## src/rtl/amplitude_tracker.sv

```systemverilog
// Windowed per-channel peak tracker: reports (max - min) >> 1 for every channel once per window.
// Define AMPLITUDE_TRACKER_OFFSET_EN to add the o_offset port ((max + min) >>> 1 per channel).
module amplitude_tracker #(
  parameter int unsigned N_CHANNELS           = 2,
  parameter int unsigned ZMOD_DATA_SIZE       = 14,
  parameter int unsigned AMPLITUDE_DATA_SIZE  = 14,
  parameter int unsigned AMPLITUDE_COUNT_SIZE = 16
) (
  input  logic                                      i_clock,
  input  logic                                      i_reset,
  input  logic                                      i_enable,
  input  logic                                      i_sample,
  input  logic [N_CHANNELS*ZMOD_DATA_SIZE-1:0]      i_data,
  input  logic [AMPLITUDE_COUNT_SIZE-1:0]           i_window_count,
  output logic [N_CHANNELS*AMPLITUDE_DATA_SIZE-1:0] o_amplitude,
  output logic                                      o_valid,
  output logic                                      o_overrun
`ifdef AMPLITUDE_TRACKER_OFFSET_EN
  ,
  output logic [N_CHANNELS*ZMOD_DATA_SIZE-1:0]      o_offset
`endif
);

  localparam int unsigned N = N_CHANNELS;
  localparam int unsigned W = ZMOD_DATA_SIZE;
  localparam int unsigned A = AMPLITUDE_DATA_SIZE;
  localparam int unsigned C = AMPLITUDE_COUNT_SIZE;

  localparam logic signed [W-1:0] MaxInit = {1'b1, {(W-1){1'b0}}};
  localparam logic signed [W-1:0] MinInit = {1'b0, {(W-1){1'b1}}};

  typedef enum logic [1:0] {StIdle, StAccumulate, StCompute, StValid} state_e;

  state_e                state_q, state_d;
  logic [C-1:0]          count_q, target_q;
  logic signed [W-1:0]   max_q    [N];
  logic signed [W-1:0]   min_q    [N];
  logic signed [W-1:0]   sample_s [N];
  logic [N*A-1:0]        amplitude_q, amplitude_d;
  logic                  overrun_q;
  logic                  latch, init_peaks, accept, publish, drop;
  logic [W:0]            diff;

  always_comb begin
    for (int k = 0; k < N; k++) begin
      sample_s[k] = $signed(i_data[k*W +: W]);
    end
  end

  // Difference taken one bit wider so full-scale swings cannot wrap.
  always_comb begin
    amplitude_d = '0;
    diff        = '0;
    for (int k = 0; k < N; k++) begin
      diff = {max_q[k][W-1], max_q[k]} - {min_q[k][W-1], min_q[k]};
      amplitude_d[k*A +: A] = A'(diff >> 1);
    end
  end

  always_comb begin
    state_d    = state_q;
    latch      = 1'b0;
    init_peaks = 1'b0;
    accept     = 1'b0;
    publish    = 1'b0;
    o_valid    = 1'b0;
    unique case (state_q)
      StIdle: begin
        init_peaks = 1'b1;
        if (i_enable) begin
          latch   = 1'b1;
          state_d = StAccumulate;
        end
      end
      StAccumulate: begin
        if (!i_enable) begin
          state_d = StIdle;
        end else if (i_sample) begin
          accept = 1'b1;
          if (count_q + C'(1) == target_q) state_d = StCompute;
        end
      end
      StCompute: begin
        if (!i_enable) begin
          state_d = StIdle;
        end else begin
          publish = 1'b1;
          state_d = StValid;
        end
      end
      StValid: begin
        o_valid = 1'b1;
        if (i_enable) begin
          init_peaks = 1'b1;
          latch      = 1'b1;
          state_d    = StAccumulate;
        end else begin
          state_d = StIdle;
        end
      end
      default: state_d = StIdle;
    endcase
  end

  // Samples landing while the result is being produced are lost.
  assign drop = i_sample && ((state_q == StCompute) || (state_q == StValid));

  always_ff @(posedge i_clock) begin
    if (i_reset) begin
      state_q     <= StIdle;
      count_q     <= '0;
      target_q    <= C'(1);
      amplitude_q <= '0;
      overrun_q   <= 1'b0;
      for (int k = 0; k < N; k++) begin
        max_q[k] <= MaxInit;
        min_q[k] <= MinInit;
      end
    end else begin
      state_q <= state_d;
      if (latch) begin
        target_q <= (i_window_count == '0) ? C'(1) : i_window_count;
        count_q  <= '0;
      end else if (accept) begin
        count_q <= count_q + C'(1);
      end
      for (int k = 0; k < N; k++) begin
        if (init_peaks) begin
          max_q[k] <= MaxInit;
          min_q[k] <= MinInit;
        end else if (accept) begin
          if (sample_s[k] > max_q[k]) max_q[k] <= sample_s[k];
          if (sample_s[k] < min_q[k]) min_q[k] <= sample_s[k];
        end
      end
      if (publish) amplitude_q <= amplitude_d;
      if (drop)    overrun_q   <= 1'b1;
    end
  end

  assign o_amplitude = amplitude_q;
  assign o_overrun   = overrun_q;

`ifdef AMPLITUDE_TRACKER_OFFSET_EN
  logic [N*W-1:0]      offset_q, offset_d;
  logic signed [W:0]   sum;

  // Arithmetic shift of the widened sum floors toward minus infinity.
  always_comb begin
    offset_d = '0;
    sum      = '0;
    for (int k = 0; k < N; k++) begin
      sum = $signed({max_q[k][W-1], max_q[k]}) + $signed({min_q[k][W-1], min_q[k]});
      offset_d[k*W +: W] = W'(sum >>> 1);
    end
  end

  always_ff @(posedge i_clock) begin
    if (i_reset) begin
      offset_q <= '0;
    end else if (publish) begin
      offset_q <= offset_d;
    end
  end

  assign o_offset = offset_q;
`endif

endmodule
```

## config.mk

```make
export PLATFORM = sky130hd
export DESIGN_NAME = amplitude_tracker
export DESIGN_NICKNAME = d
export VERILOG_FILES = /design/src/rtl/amplitude_tracker.sv
export SDC_FILE = /design/constraint.sdc
export NUM_CORES = 1
export LEC_CHECK = 0
export ABC_AREA = 1
export BUFFER_PORTS_ARGS = -buffer_cell sky130_fd_sc_hd__buf_4
export CORE_UTILIZATION = 57
export DETAILED_ROUTE_END_ITERATION = 10
export GPL_TIMING_DRIVEN = 0
export PLACE_DENSITY = 0.81
export RECOVER_POWER = 50
export SYNTH_ARGS = -nofsm -noshare
export SYNTH_HDL_FRONTEND = slang
export SYNTH_SLANG_ARGS = --single-unit
```

## constraint.sdc

```tcl
create_clock -name i_clock -period 2.91 [get_ports i_clock]
set_input_delay 0.4365 -clock i_clock [delete_from_list [all_inputs] [get_ports i_clock]]
set_output_delay 0.4365 -clock i_clock [all_outputs]
set_load 0.05 [all_outputs]
```

==> summary.txt <==
crit path DAT: 2.80 ns
worst vdd ir: 0.000482 V
total track usage: 27.1%
Synthesized Nets: 1,167
Die X: 120 um
Synth Cell Area: 0.00793 mm2
DRT antenna net count: 0
Worst Skew: 0.0102 ns
outcome: complete, no violations
Pleak: 4.75 nW
crit path launch type: flip-flop
final worst-path cycle share: 92.7%
CTS tree: done
Primary FF master, synth: dfxtp_1
vias in the first global route: 6,468
RSZ-0062 raised after global routing: no
largest net degree at the start of global routing: 17
Pre-antenna DRT Iters: 5
Die Y: 120 um
TritonCTS Buffers: 17
Net Sw Power: 0.00230 W
core area: 0.0134 mm2
Starting Density: 59.2%
register-to-register setup slack: 0.21 ns
sw frac: 36.7%
final wirelength: 18,900 um
PD cells: 684 mW/mm2
Post-synth EDFFs: 56
Avg Cell Area, Syn: 7.69 um2
Rows: 42
area delta synth->final: 15.6%
IO Port Bufs: 76
CTS clock-pin slew for the worst setup and hold paths: 0.05 ns
Worst Hold End: target_q[7]
WL/cell: 14.4 um
hold bufs inserted after CTS: 0
FF-to-FF path depth: 11
Async S/R FF share, synth: 0%
final core utilization: 68.4%
final setup TNS: 0 ns
Post-Synth Simple-Gate Area: 22.9%
Worst EP required: 3.01 ns
Setup CP Type: reg2reg
post-synthesis register bit count: 119
Rel. slew slack: 48.8%
min-delay worst type: in2reg
worst r2r src: state_q[1]
Pins Over Slew Limit: 0
Clock power frac: 30.6%
r2r endpoint: max_q[0][0]
post-CTS setup repair buffer count: 0
H-tree levels: 4
total of max-cap violations: 0
final hold vios: 0
Synth Area in XOR/XNOR: 3.13%
crit path max fanout: 14
DPL Wire Length: 14,300 um
first-pass GRT wire length: 30,500 um
Yosys cell types: 40
start point of the critical path: state_q[1]
Compound-Gate Fraction of Synth Area: 11.9%
mux contribution to synthesized area: 0%
Worst Max-Slew Pin Slew: 0.766 ns
gpl congestion: 0.910
Final setup viols: 0
largest family of logic cells by synthesized area: simple AND/OR/NAND/NOR gates
grt total ovfl: 0
most frequent cells in the layout: inv_1 (201), nand2_1 (164), nor2_1 (107)
Hold Startpoint: i_window_count[7]
share of layout cells above drive strength 1: 8.96%
Period minus WS final: 2.70 ns
Design Power: 0.00627 W
Pint: 0.00396 W
Syn. warnings: 0
initial antenna violation count: 0
cell at the root of the clock tree: clkbuf_16
DRC violations left: 0
die area: 0.0144 mm2
Nets: 1,262
commonest non-fill, non-tap cell in the layout: inv_1
sequential element share of the synthesized area: 37.1%
clock sinks: 119
Clock Path Buffers: 2
Ports: 78
synthesized instance count: 1,031
Worst Setup End Kind: flip-flop
worst-skew pair later-pin latency: 0.42 ns
# diodes: 0
Synth Area in Adders: 14.1%
drt via density: 5.40
FMAX: 371 MHz
Initial DRC Count: 629
sequential power share: 36.5%
vias: 7,104
Logic pwr share: 32.9%
cell count of the worst hold path: 3
-- synth_stat cells (5+ instances only) --
library cell	n	share of area [%]
or2_2	5	0.39
inv_1	201	9.5
edfxtp_1	56	21
o221ai_1	5	0.55
a21o_1	7	0.66
xor2_1	19	2.1
o211ai_1	8	0.76
a21oi_1	70	4.4
clkbuf_1	17	0.80
nand4_1	30	2.4
nand2_1	165	7.8
nor2_1	106	5.0
nand3_1	70	4.4
o21ai_0	57	3.6
ha_1	86	14
dfxtp_1	63	16
o22ai_1	5	0.39
nor3_1	9	0.57
-- cell families (layout without fill, tap and decap cells) --
group | after synthesis | in the layout
simple gates | 405 | 405
buf+inv | 228 | 336
compound gates | 166 | 166
flops | 119 | 119
fa+ha+maj | 88 | 88
xor+xnor | 25 | 25
-- through the flow --
| step | cell area (um2) | hold slack (ns) | setup WS (ns) | std cells |
|---|---|---|---|---|
| 2_1_floorplan | 7930 | 0.449 | 0.402 | 1031 |
| 3_3_place_gp | 8720 | 0.440 | -0.226 | 1283 |
| 3_5_place_dp | 8720 | 0.444 | -0.268 | 1283 |
| 4_1_cts | 9260 | 0.254 | 0.0765 | 1315 |
| 5_1_grt | 9160 | 0.278 | 0.0289 | 1315 |
| 6_report | 9160 | 0.259 | 0.213 | 1315 |
-- worst max path at each step --
stage | to | slack [ns] | cells past startpoint
3_5_place_dp | max_q[1][9] | -0.27 | 12
5_1_grt | max_q[1][11] | 0.03 | 11
3_3_place_gp | max_q[1][9] | -0.23 | 12
4_1_cts | max_q[0][0] | 0.08 | 11
6_report | max_q[0][0] | 0.21 | 11
2_1_floorplan | max_q[0][0] | 0.40 | 10
-- worst max-delay path, cell delays in order (launching register included) --
cell     delay [ns]
dfxtp_1        0.40
inv_1          0.11
ha_1           0.21
a21oi_1        0.13
or2_2          0.12
nand2_1        0.10
nor2_4         0.24
inv_2          0.11
a41oi_2        0.26
nand3_2        0.19
buf_2          0.26
nand2_4        0.22
-- sequential cells by signal, indices dropped and copies added (netlist names) --
signal / cells
target_q: 16
min_q: 28
state_q: 2
max_q: 28
o_overrun: 1
o_amplitude: 28
count_q: 16
-- power groups by stage --
stage          registers, W  clock network, W  logic [W]
2_1_floorplan       0.00245                 0    0.00133
3_3_place_gp        0.00231                 0    0.00201
3_5_place_dp        0.00232                 0    0.00205
4_1_cts             0.00229           0.00192    0.00209
5_1_grt             0.00232           0.00200    0.00230
6_report            0.00229           0.00192    0.00206
-- cell type report --
| type | instances | area [um2] |
|---|---|---|
| flip-flops and latches | 119 | 2940 |
| fillers | 1118 | 4240 |
| clock buffers | 28 | 517 |
| plain buffers | 23 | 93.8 |
| clock inverters | 4 | 20.0 |
| inverters | 205 | 769 |
| repair buffers | 76 | 458 |
| multi-input cells | 684 | 4140 |
| well taps | 176 | 220 |
-- metal layers --
| layer | global-route usage (%) | share of wire, % | vias to the layer above |
|---|---|---|---|
| li1 | - | - | 3580 |
| met1 | 34.8 | 45 | 3263 |
| met2 | 46.0 | 47 | 231 |
| met3 | 5.89 | 6.4 | 30 |
| met4 | 7.27 | 1.8 | 0 |
| met5 | 0 | 0 | - |
-- repair_timing --
item                                    4_1_cts  5_1_grt
endpoints found under the setup margin       28       28
gates resized for setup                       2        4
gates cloned                                  0        0
hold endpoints to repair                      0        0
(Power assumes the default switching activity.)
